### config.mk
export PLATFORM = sky130hd
export DESIGN_NAME = adc_frame_buffer
export DESIGN_NICKNAME = d
export VERILOG_FILES = /design/src/rtl/adc_frame_buffer.sv
export SDC_FILE = /design/constraint.sdc
export NUM_CORES = 1
export LEC_CHECK = 0
export CAP_MARGIN = 20
export CORE_MARGIN = 2
export CORE_UTILIZATION = 30
export CTS_BUF_LIST = sky130_fd_sc_hd__clkbuf_16
export DETAILED_ROUTE_END_ITERATION = 8
export SYNTH_ARGS = -nofsm -noshare
export SYNTH_HDL_FRONTEND = slang
export SYNTH_SLANG_ARGS = --single-unit
### constraint.sdc
create_clock -name clk -period 12.2 [get_ports clk]
set_input_delay 1.83 -clock clk [delete_from_list [all_inputs] [get_ports clk]]
set_output_delay 1.83 -clock clk [all_outputs]
set_load 0.01 [all_outputs]
### src/rtl/adc_frame_buffer.sv
// Groups the ADC controller's per-channel sample stream into multi-channel frames and
// buffers them in a first-word-fall-through FIFO with overflow and resync detection.
module adc_frame_buffer #(
  parameter int DATA_WIDTH   = 16,
  parameter int NUM_CHANNELS = 6,
  parameter int FIFO_DEPTH   = 8,
  parameter int GAP_CYCLES   = 8
) (
  input  logic                               clk,
  input  logic                               sresetn,
  input  logic [DATA_WIDTH-1:0]              in_data,
  input  logic                               in_valid,
  output logic [NUM_CHANNELS*DATA_WIDTH-1:0] m_frame,
  output logic                               m_valid,
  input  logic                               m_ready,
  output logic [$clog2(FIFO_DEPTH):0]        fill_level,
  output logic                               overflow,
  input  logic                               clear_overflow,
  output logic [15:0]                        drop_count,
  output logic                               frame_error
);

  localparam int FW    = NUM_CHANNELS * DATA_WIDTH;
  localparam int CH_W  = (NUM_CHANNELS > 1) ? $clog2(NUM_CHANNELS) : 1;
  localparam int GAP_W = $clog2(GAP_CYCLES + 1);
  localparam int PTR_W = $clog2(FIFO_DEPTH);
  localparam int CNT_W = PTR_W + 1;

  localparam logic [CH_W-1:0]  LAST_CH = CH_W'(NUM_CHANNELS - 1);
  localparam logic [GAP_W-1:0] GAP_MAX = GAP_W'(GAP_CYCLES);
  localparam logic [CNT_W-1:0] DEPTH_C = CNT_W'(FIFO_DEPTH);

  logic [CH_W-1:0]  ch_q, ch_d;
  logic [GAP_W-1:0] gap_q, gap_d;
  logic             resync, complete, pop, push_ok, drop;
  logic [FW-1:0]    frame_in;

  logic [FW-1:0]    mem_q [FIFO_DEPTH];
  logic [PTR_W-1:0] wr_q, wr_d, rd_q, rd_d;
  logic [CNT_W-1:0] cnt_q, cnt_d;
  logic [FW-1:0]    head_q, head_d;
  logic             ov_q, ov_d, err_q;
  logic [15:0]      dc_q, dc_d;

  always_comb begin
    resync   = in_valid && (gap_q == GAP_MAX) && (ch_q != '0);
    complete = in_valid && !resync && (ch_q == LAST_CH);

    ch_d = ch_q;
    if (resync)
      ch_d = CH_W'(1);
    else if (complete)
      ch_d = '0;
    else if (in_valid)
      ch_d = ch_q + 1'b1;

    if (in_valid)
      gap_d = '0;
    else if (gap_q == GAP_MAX)
      gap_d = gap_q;
    else
      gap_d = gap_q + 1'b1;
  end

  // On a resync the incoming sample becomes channel 0 of a fresh frame.
  for (genvar gi = 0; gi < NUM_CHANNELS - 1; gi++) begin : g_slot
    logic [DATA_WIDTH-1:0] slot_q;
    always_ff @(posedge clk or negedge sresetn) begin
      if (!sresetn)
        slot_q <= '0;
      else if (in_valid && (resync ? (gi == 0) : (ch_q == CH_W'(gi))))
        slot_q <= in_data;
    end
    assign frame_in[gi*DATA_WIDTH +: DATA_WIDTH] = slot_q;
  end
  assign frame_in[FW-1 -: DATA_WIDTH] = in_data;

  always_comb begin
    pop     = (cnt_q != '0) && m_ready;
    push_ok = complete && ((cnt_q != DEPTH_C) || pop);
    drop    = complete && !push_ok;
    rd_d    = pop ? rd_q + 1'b1 : rd_q;
    wr_d    = push_ok ? wr_q + 1'b1 : wr_q;
    cnt_d   = cnt_q + CNT_W'(push_ok) - CNT_W'(pop);

    // The new frame bypasses memory when it lands at the head of an otherwise empty FIFO.
    head_d = head_q;
    if (push_ok && ((cnt_q - CNT_W'(pop)) == '0))
      head_d = frame_in;
    else if (cnt_d != '0)
      head_d = mem_q[rd_d];

    ov_d = ov_q;
    dc_d = dc_q;
    if (drop) begin
      ov_d = 1'b1;
      if (clear_overflow)
        dc_d = 16'd1;
      else if (dc_q != 16'hFFFF)
        dc_d = dc_q + 16'd1;
    end else if (clear_overflow) begin
      ov_d = 1'b0;
      dc_d = '0;
    end
  end

  always_ff @(posedge clk) begin
    if (push_ok)
      mem_q[wr_q] <= frame_in;
  end

  always_ff @(posedge clk or negedge sresetn) begin
    if (!sresetn) begin
      ch_q   <= '0;
      gap_q  <= '0;
      wr_q   <= '0;
      rd_q   <= '0;
      cnt_q  <= '0;
      head_q <= '0;
      ov_q   <= 1'b0;
      dc_q   <= '0;
      err_q  <= 1'b0;
    end else begin
      ch_q   <= ch_d;
      gap_q  <= gap_d;
      wr_q   <= wr_d;
      rd_q   <= rd_d;
      cnt_q  <= cnt_d;
      head_q <= head_d;
      ov_q   <= ov_d;
      dc_q   <= dc_d;
      err_q  <= resync;
    end
  end

  assign m_frame     = head_q;
  assign m_valid     = (cnt_q != '0);
  assign fill_level  = cnt_q;
  assign overflow    = ov_q;
  assign drop_count  = dc_q;
  assign frame_error = err_q;

endmodule

* Yosys cells after proc, flatten, opt, wreduce, memory -nomap -nowiden
Memory sizes are Yosys's and may differ from the RTL's.
Cells that the tools add are included.
** Word-level totals
- Bits in registers :: 211
- Memory bits (writable) :: 768
- Input bits :: 21
- Logic and storage cells :: 79
- Memories :: 1
** Memory list
- mem_q :: words 8, width 96, read ports 1, clocked after memory_dff 0, wr ports 1, RTL line 38 : logic [FW-1:0] mem_q [FIFO_DEPTH];
** Operators by class
- Add/sub/neg operators :: 8
- Eq/ne operators :: 9
- Mux-type cells :: 21
- Reductions and logical operators :: 26
** Operators by type and width (count)
- 96-bit two-way mux :: 2
- 16-bit two-way mux :: 4
- 16-bit by 1-bit adder with 16-bit output, second input constant :: 1
- 16-bit inequality test, second input constant :: 1
- 1-bit logical AND :: 13
- 3-bit two-way mux :: 4
- 3-bit by 1-bit adder with 3-bit output, second input constant :: 3
- 1-bit two-way mux :: 9
- 4-bit two-way mux :: 2
- 4-bit nonzero test :: 2
- 4-bit by 1-bit subtractor with 4-bit output :: 2
- 3-bit by 2-bit == test with 1-bit output, second input constant :: 2
- 3-bit == test, second input constant :: 2
- 2-bit nonzero test :: 3
- 3-bit nonzero test :: 2
- 4-bit by 1-bit adder with 4-bit output :: 1
- 4-bit by 1-bit adder with 4-bit output, second input constant :: 1
- 4-bit == test, second input constant :: 1
- 4-bit logical NOT :: 1
- 4-bit inequality test, second input constant :: 1
- 3-bit by 1-bit == test with 1-bit output, second input constant :: 1
- 3-bit logical NOT :: 1
- 1-bit logical NOT :: 2
- 2-bit inequality test, second input constant :: 1
- other kinds (2) :: 2

* Longest topological paths before layout
- Depth after elaboration :: 12
- Depth in mapped cells :: 21
- Gate-level depth less buffers :: 16

* Worst setup path after synthesis
Ideal clock, no wire load.
- Kind :: input-to-reg
- From :: input in_valid
- To :: memory mem_q[2][0] (netlist bit), enable pin
- Library setup time :: 820 ps
- Arrival time :: 12086 ps
- Required time :: 11380 ps
- Path slack :: -706 ps
- Cell stages on the path :: 4
- Path buffers :: 0
- Cell sequence :: nand3_1 > nor2_1 > nand2_1 > nor4b_1
** On the way
- Longest elaborated chain between the ends :: 8
** RTL lines
- from (decl) :: RTL line 12 : input logic in_valid,
- 1-bit logical AND (2 in series) :: RTL line 46 : resync = in_valid && (gap_q == GAP_MAX) && (ch_q != '0);
- 1-bit logical NOT :: RTL line 47 : complete = in_valid && !resync && (ch_q == LAST_CH);
- 1-bit logical AND (*) (2 in series) :: RTL line 47
- 1-bit logical AND (*) :: RTL line 80 : push_ok = complete && ((cnt_q != DEPTH_C) || pop);
- 1-bit two-way mux (*) :: RTL line 108 : if (push_ok)
- 1-bit two-way mux (not written as such) (*) :: RTL line 109 : mem_q[wr_q] <= frame_in;
- to (decl) :: RTL line 38
Every way passes the cells marked *; elsewhere a longest branch is shown, timed or not.

* Worst setup path in the final report
- From :: input m_ready
- To :: register head_q[91] (netlist: m_frame[91])
** On the way
- Longest elaborated chain between the ends :: 7
- Elaborated cells on any way between the ends :: 14
- Those cells by class :: add/sub (3); mux (3); reduce/logical (7); memory (1)
** RTL lines
- from (decl) :: RTL line 15 : input logic m_ready,
- 1-bit logical AND (*) :: RTL line 79 : pop = (cnt_q != '0) && m_ready;
- 1-bit logical OR :: RTL line 80
- 1-bit logical AND :: RTL line 80
- 4-bit by 1-bit adder with 4-bit output :: RTL line 84 : cnt_d = cnt_q + CNT_W'(push_ok) - CNT_W'(pop);
- 4-bit by 1-bit subtractor with 4-bit output (*) :: RTL line 84
- via cnt_d[2] :: RTL line 40 : logic [CNT_W-1:0] cnt_q, cnt_d;
- 4-bit nonzero test (*) :: RTL line 90 : else if (cnt_d != '0)
- 2-bit nonzero test (no line) (*)
- to (signal assigned) :: RTL line 119 : head_q <= '0;
- to (signal assigned) :: RTL line 129 : head_q <= head_d;
- to (decl) :: RTL line 41 : logic [FW-1:0] head_q, head_d;
Mark *: on every way through the listed nets, which the timed path passes. The rest lies on a longest branch. The select of a mux whose other input is x is not followed.
A chain may end at the register's enable or synchronous reset.

==> results.tsv <==
metric	value	unit
max_freq	150	MHz
grt_pass1_wl	194	mm
final_layout_size_suffix_gt1_frac	0.105	
finalCriticalPeriod	6.67	ns
post-cts-setup-buffers	0	
crit_fanout	89	
synth-seq-area-share	0.637	
clock_latency	0.71	ns
syn_area_per_cell	12.5	um2
dp_slack	4.78	ns
portBuffers	139	
fin_ws	5.53	ns
dp_cells	5382	
fp.dieH	389	um
fin_crit_sh	0.547	
nFillCells	14287	
total_power	13.4	mW
syn_inst	3548	
grtUsageTotal	0.169	
drv_cap	0	
cts_root_buf	clkbuf_16	
ir_worst_vdd	0.000279	V
crit_type	in -> reg	
place.detailed.hpwl	68.2	mm
die_area	0.151	mm2
slew_headroom	0.223	
initial_utilization	0.302	
grt_max_degree	198	
syn_nets	3588	
synth_top_area_frac	0.518	
drtAntennaViolNets	0	
synth_edf_count	768	
final_nets	3592	
async_flop_share	0.216	
hold_violations	0	
drt_iter0_drc	2564	
rows	141	
synth_top_area_cell	edfxtp_1	
rsz0062_at_grt	no	
vias	30539	
fin_worst_skew	0.0367	ns
min_path_cells	2	
grt_pass1_vias	30602	
drc	0	
wirelength	131	mm
yosys_register_bits	979	
cts_buffers	98	
status	complete, no violations	
gp_congestion	0.734	
hold_class	reg -> reg	
arrival	7.25	ns
antenna_found_initial	13	
critPathRequiredTime	12.78	ns
synth_cell_types	55	
start_kind	input pin	
netlist_area	0.0445	mm2
htreeDepth	3	
path_clk_slew	0.07	ns
fin_util	0.346	
yosys-top-cells-area	edfxtp_1, dfrtp_1, a211oi_1	
die_w	389	um
dr.pass1.iters	5	
wl_per_cell	23.5	um
cts_tree	done	
grt-ovfl-total	0	
coreArea	0.147	mm2
ff2ff_path_depth	18	
cts_num_sinks	979	
multi_input_comb_area	0.0150	mm2
end_kind	flop	
power_density	262	mW/mm2
area_growth	14.7	%
clock_path_buffers	3	
regArea	0.0283	mm2
finalMaxSlewViolations	0	
cts.repair.resized	0	
ios	140	
setup_viol	0	
synth.yosys.warnings	0	
worst_pin_slew	1.16	ns
ys.flop_type	edfxtp_1	
layout.cells.non_filler	5568	
cts_hold_buf	0	
via_per_inst	5.48	
p_leak	17.0	nW
## cells by family (layout without fill, tap and decap cells)
| family | count (synthesis) | after routing | share of synthesized area |
|---|---|---|---|
| compound gates | 887 | 887 | 0.141 |
| xor+xnor | 20 | 20 | 0.00394 |
| fa+ha+maj | 19 | 19 | 0.00551 |
| buf+inv | 319 | 407 | 0.0306 |
| flops | 979 | 979 | 0.637 |
| mux | 274 | 274 | 0.0644 |
| other cells | 0 | 2 | 0 |
| simple gates | 1050 | 1050 | 0.117 |
## critical path, stage by stage
cell	delay [ns]
clkdlybuf4s50_1	0.70
nand2_4	0.55
inv_1	0.32
o21ai_0	0.20
o21ai_0	0.14
ha_1	0.20
inv_1	0.06
fa_1	0.40
xnor2_1	0.16
inv_1	0.10
o41ai_4	0.29
buf_4	0.80
buf_4	0.95
nor3_1	0.17
a221oi_1	0.33
## report_power, final
| part | total, mW | leakage (nW) | switching, mW | internal (mW) |
|---|---|---|---|---|
| Clock | 3.06 | 1.70 | 1.30 | 1.77 |
| Sequential | 5.06 | 9.48 | 0.694 | 4.36 |
| Combinational | 5.25 | 5.80 | 3.17 | 2.08 |
## metal layers
metal | wire length, um | track usage | vias to the layer above | part of all wire
met5 | 59 | 0 | - | 0.00045
met4 | 4440 | 0.0653 | 8 | 0.034
met3 | 8170 | 0.0289 | 233 | 0.062
met2 | 64300 | 0.293 | 972 | 0.49
met1 | 53700 | 0.210 | 15582 | 0.41
li1 | - | - | 13744 | -
## through the flow
| step | area, um2 | TNS [ns] | hold slack (ns) |
|---|---|---|---|
| floorplan | 44500 | -134.45 | 0.524 |
| global placement | 47700 | 0 | 0.518 |
| finish | 51000 | 0 | 0.537 |
| global route | 51000 | 0 | 0.583 |
| CTS | 51000 | 0 | 0.539 |
| detailed placement | 47800 | 0 | 0.515 |
## worst paths after layout
check | startpoint | endpoint | slack (ns)
worst min-delay path | overflow | overflow | 0.54
min in group asynchronous | sresetn | g_slot[0].slot_q[4] | 1.09
max in group asynchronous | sresetn | m_frame[49] | 9.07
worst min register to register | overflow | overflow | 0.54
worst max register to register | fill_level[2] | m_frame[91] | 6.03
worst max-delay path | m_ready | m_frame[91] | 5.53
## sequential cells by signal (all words and copies together) (netlist names)
signal and cells:
mem_q 768, m_frame 96, g_slot.slot_q 80, drop_count 16
fill_level 4, gap_q 4, ch_q 3, rd_q 3
wr_q 3, frame_error 1, overflow 1
## final cells by class
| cell class | instances | share of cell area |
|---|---|---|
| Timing Repair Buffer | 198 | 0.0385 |
| Sequential cell | 979 | 0.556 |
| Clock buffer | 99 | 0.0485 |
| Antenna cell | 2 | 0.0000981 |
| Inverter | 25 | 0.00184 |
| Multi-Input combinational cell | 2250 | 0.293 |
| Clock inverter | 85 | 0.0151 |
| Tap cell | 1930 | 0.0473 |
## synth_stat cells (2+ instances only)
library cell  count
a211oi_1        381
a221oi_2         39
nand3_1          11
a221oi_1         56
mux2_2           80
buf_2            73
o22ai_1         191
buf_6             6
or3_1             3
mux4_2            2
and3b_1           2
nor3_1          165
nor3_2           36
nand2_1          25
dfrtp_1         211
mux2i_1         192
nor2b_1         192
nor4_1           97
nor2_1          498
nand2b_1          3
inv_1            24
buf_1            12
buf_4             5
and2_1            2
xor2_1            3
nor3b_1           3
ha_1             18
edfxtp_1        768
xnor2_1          17
nor4b_1           2
clkbuf_1        197
nand4_1           3
a21oi_1          10
o21ai_0         198
o21bai_1          2
and3_1            2
## layout by cell type (no fill, tap or decap), types with 3 or more instances in the layout
cell,count
clkinvlp_4,4
nand3_1,10
edfxtp_1,768
mux2_2,80
clkbuf_16,99
buf_4,49
a21oi_1,10
buf_12,8
clkinv_2,14
nor2_1,497
ha_1,17
a221oi_2,39
nor3_1,163
mux2i_1,192
o22ai_1,191
o21ai_0,197
xor2_1,3
xnor2_1,17
a211oi_1,381
inv_1,56
dfrtp_1,209
nor3_2,38
clkinv_1,16
bufinv_16,14
nor4_1,96
nor2b_1,192
a221oi_1,56
nand2_1,23
nand4_1,3
clkdlybuf4s50_1,138
nor3b_2,3
Note: power is estimated with default switching activity, not from simulation.
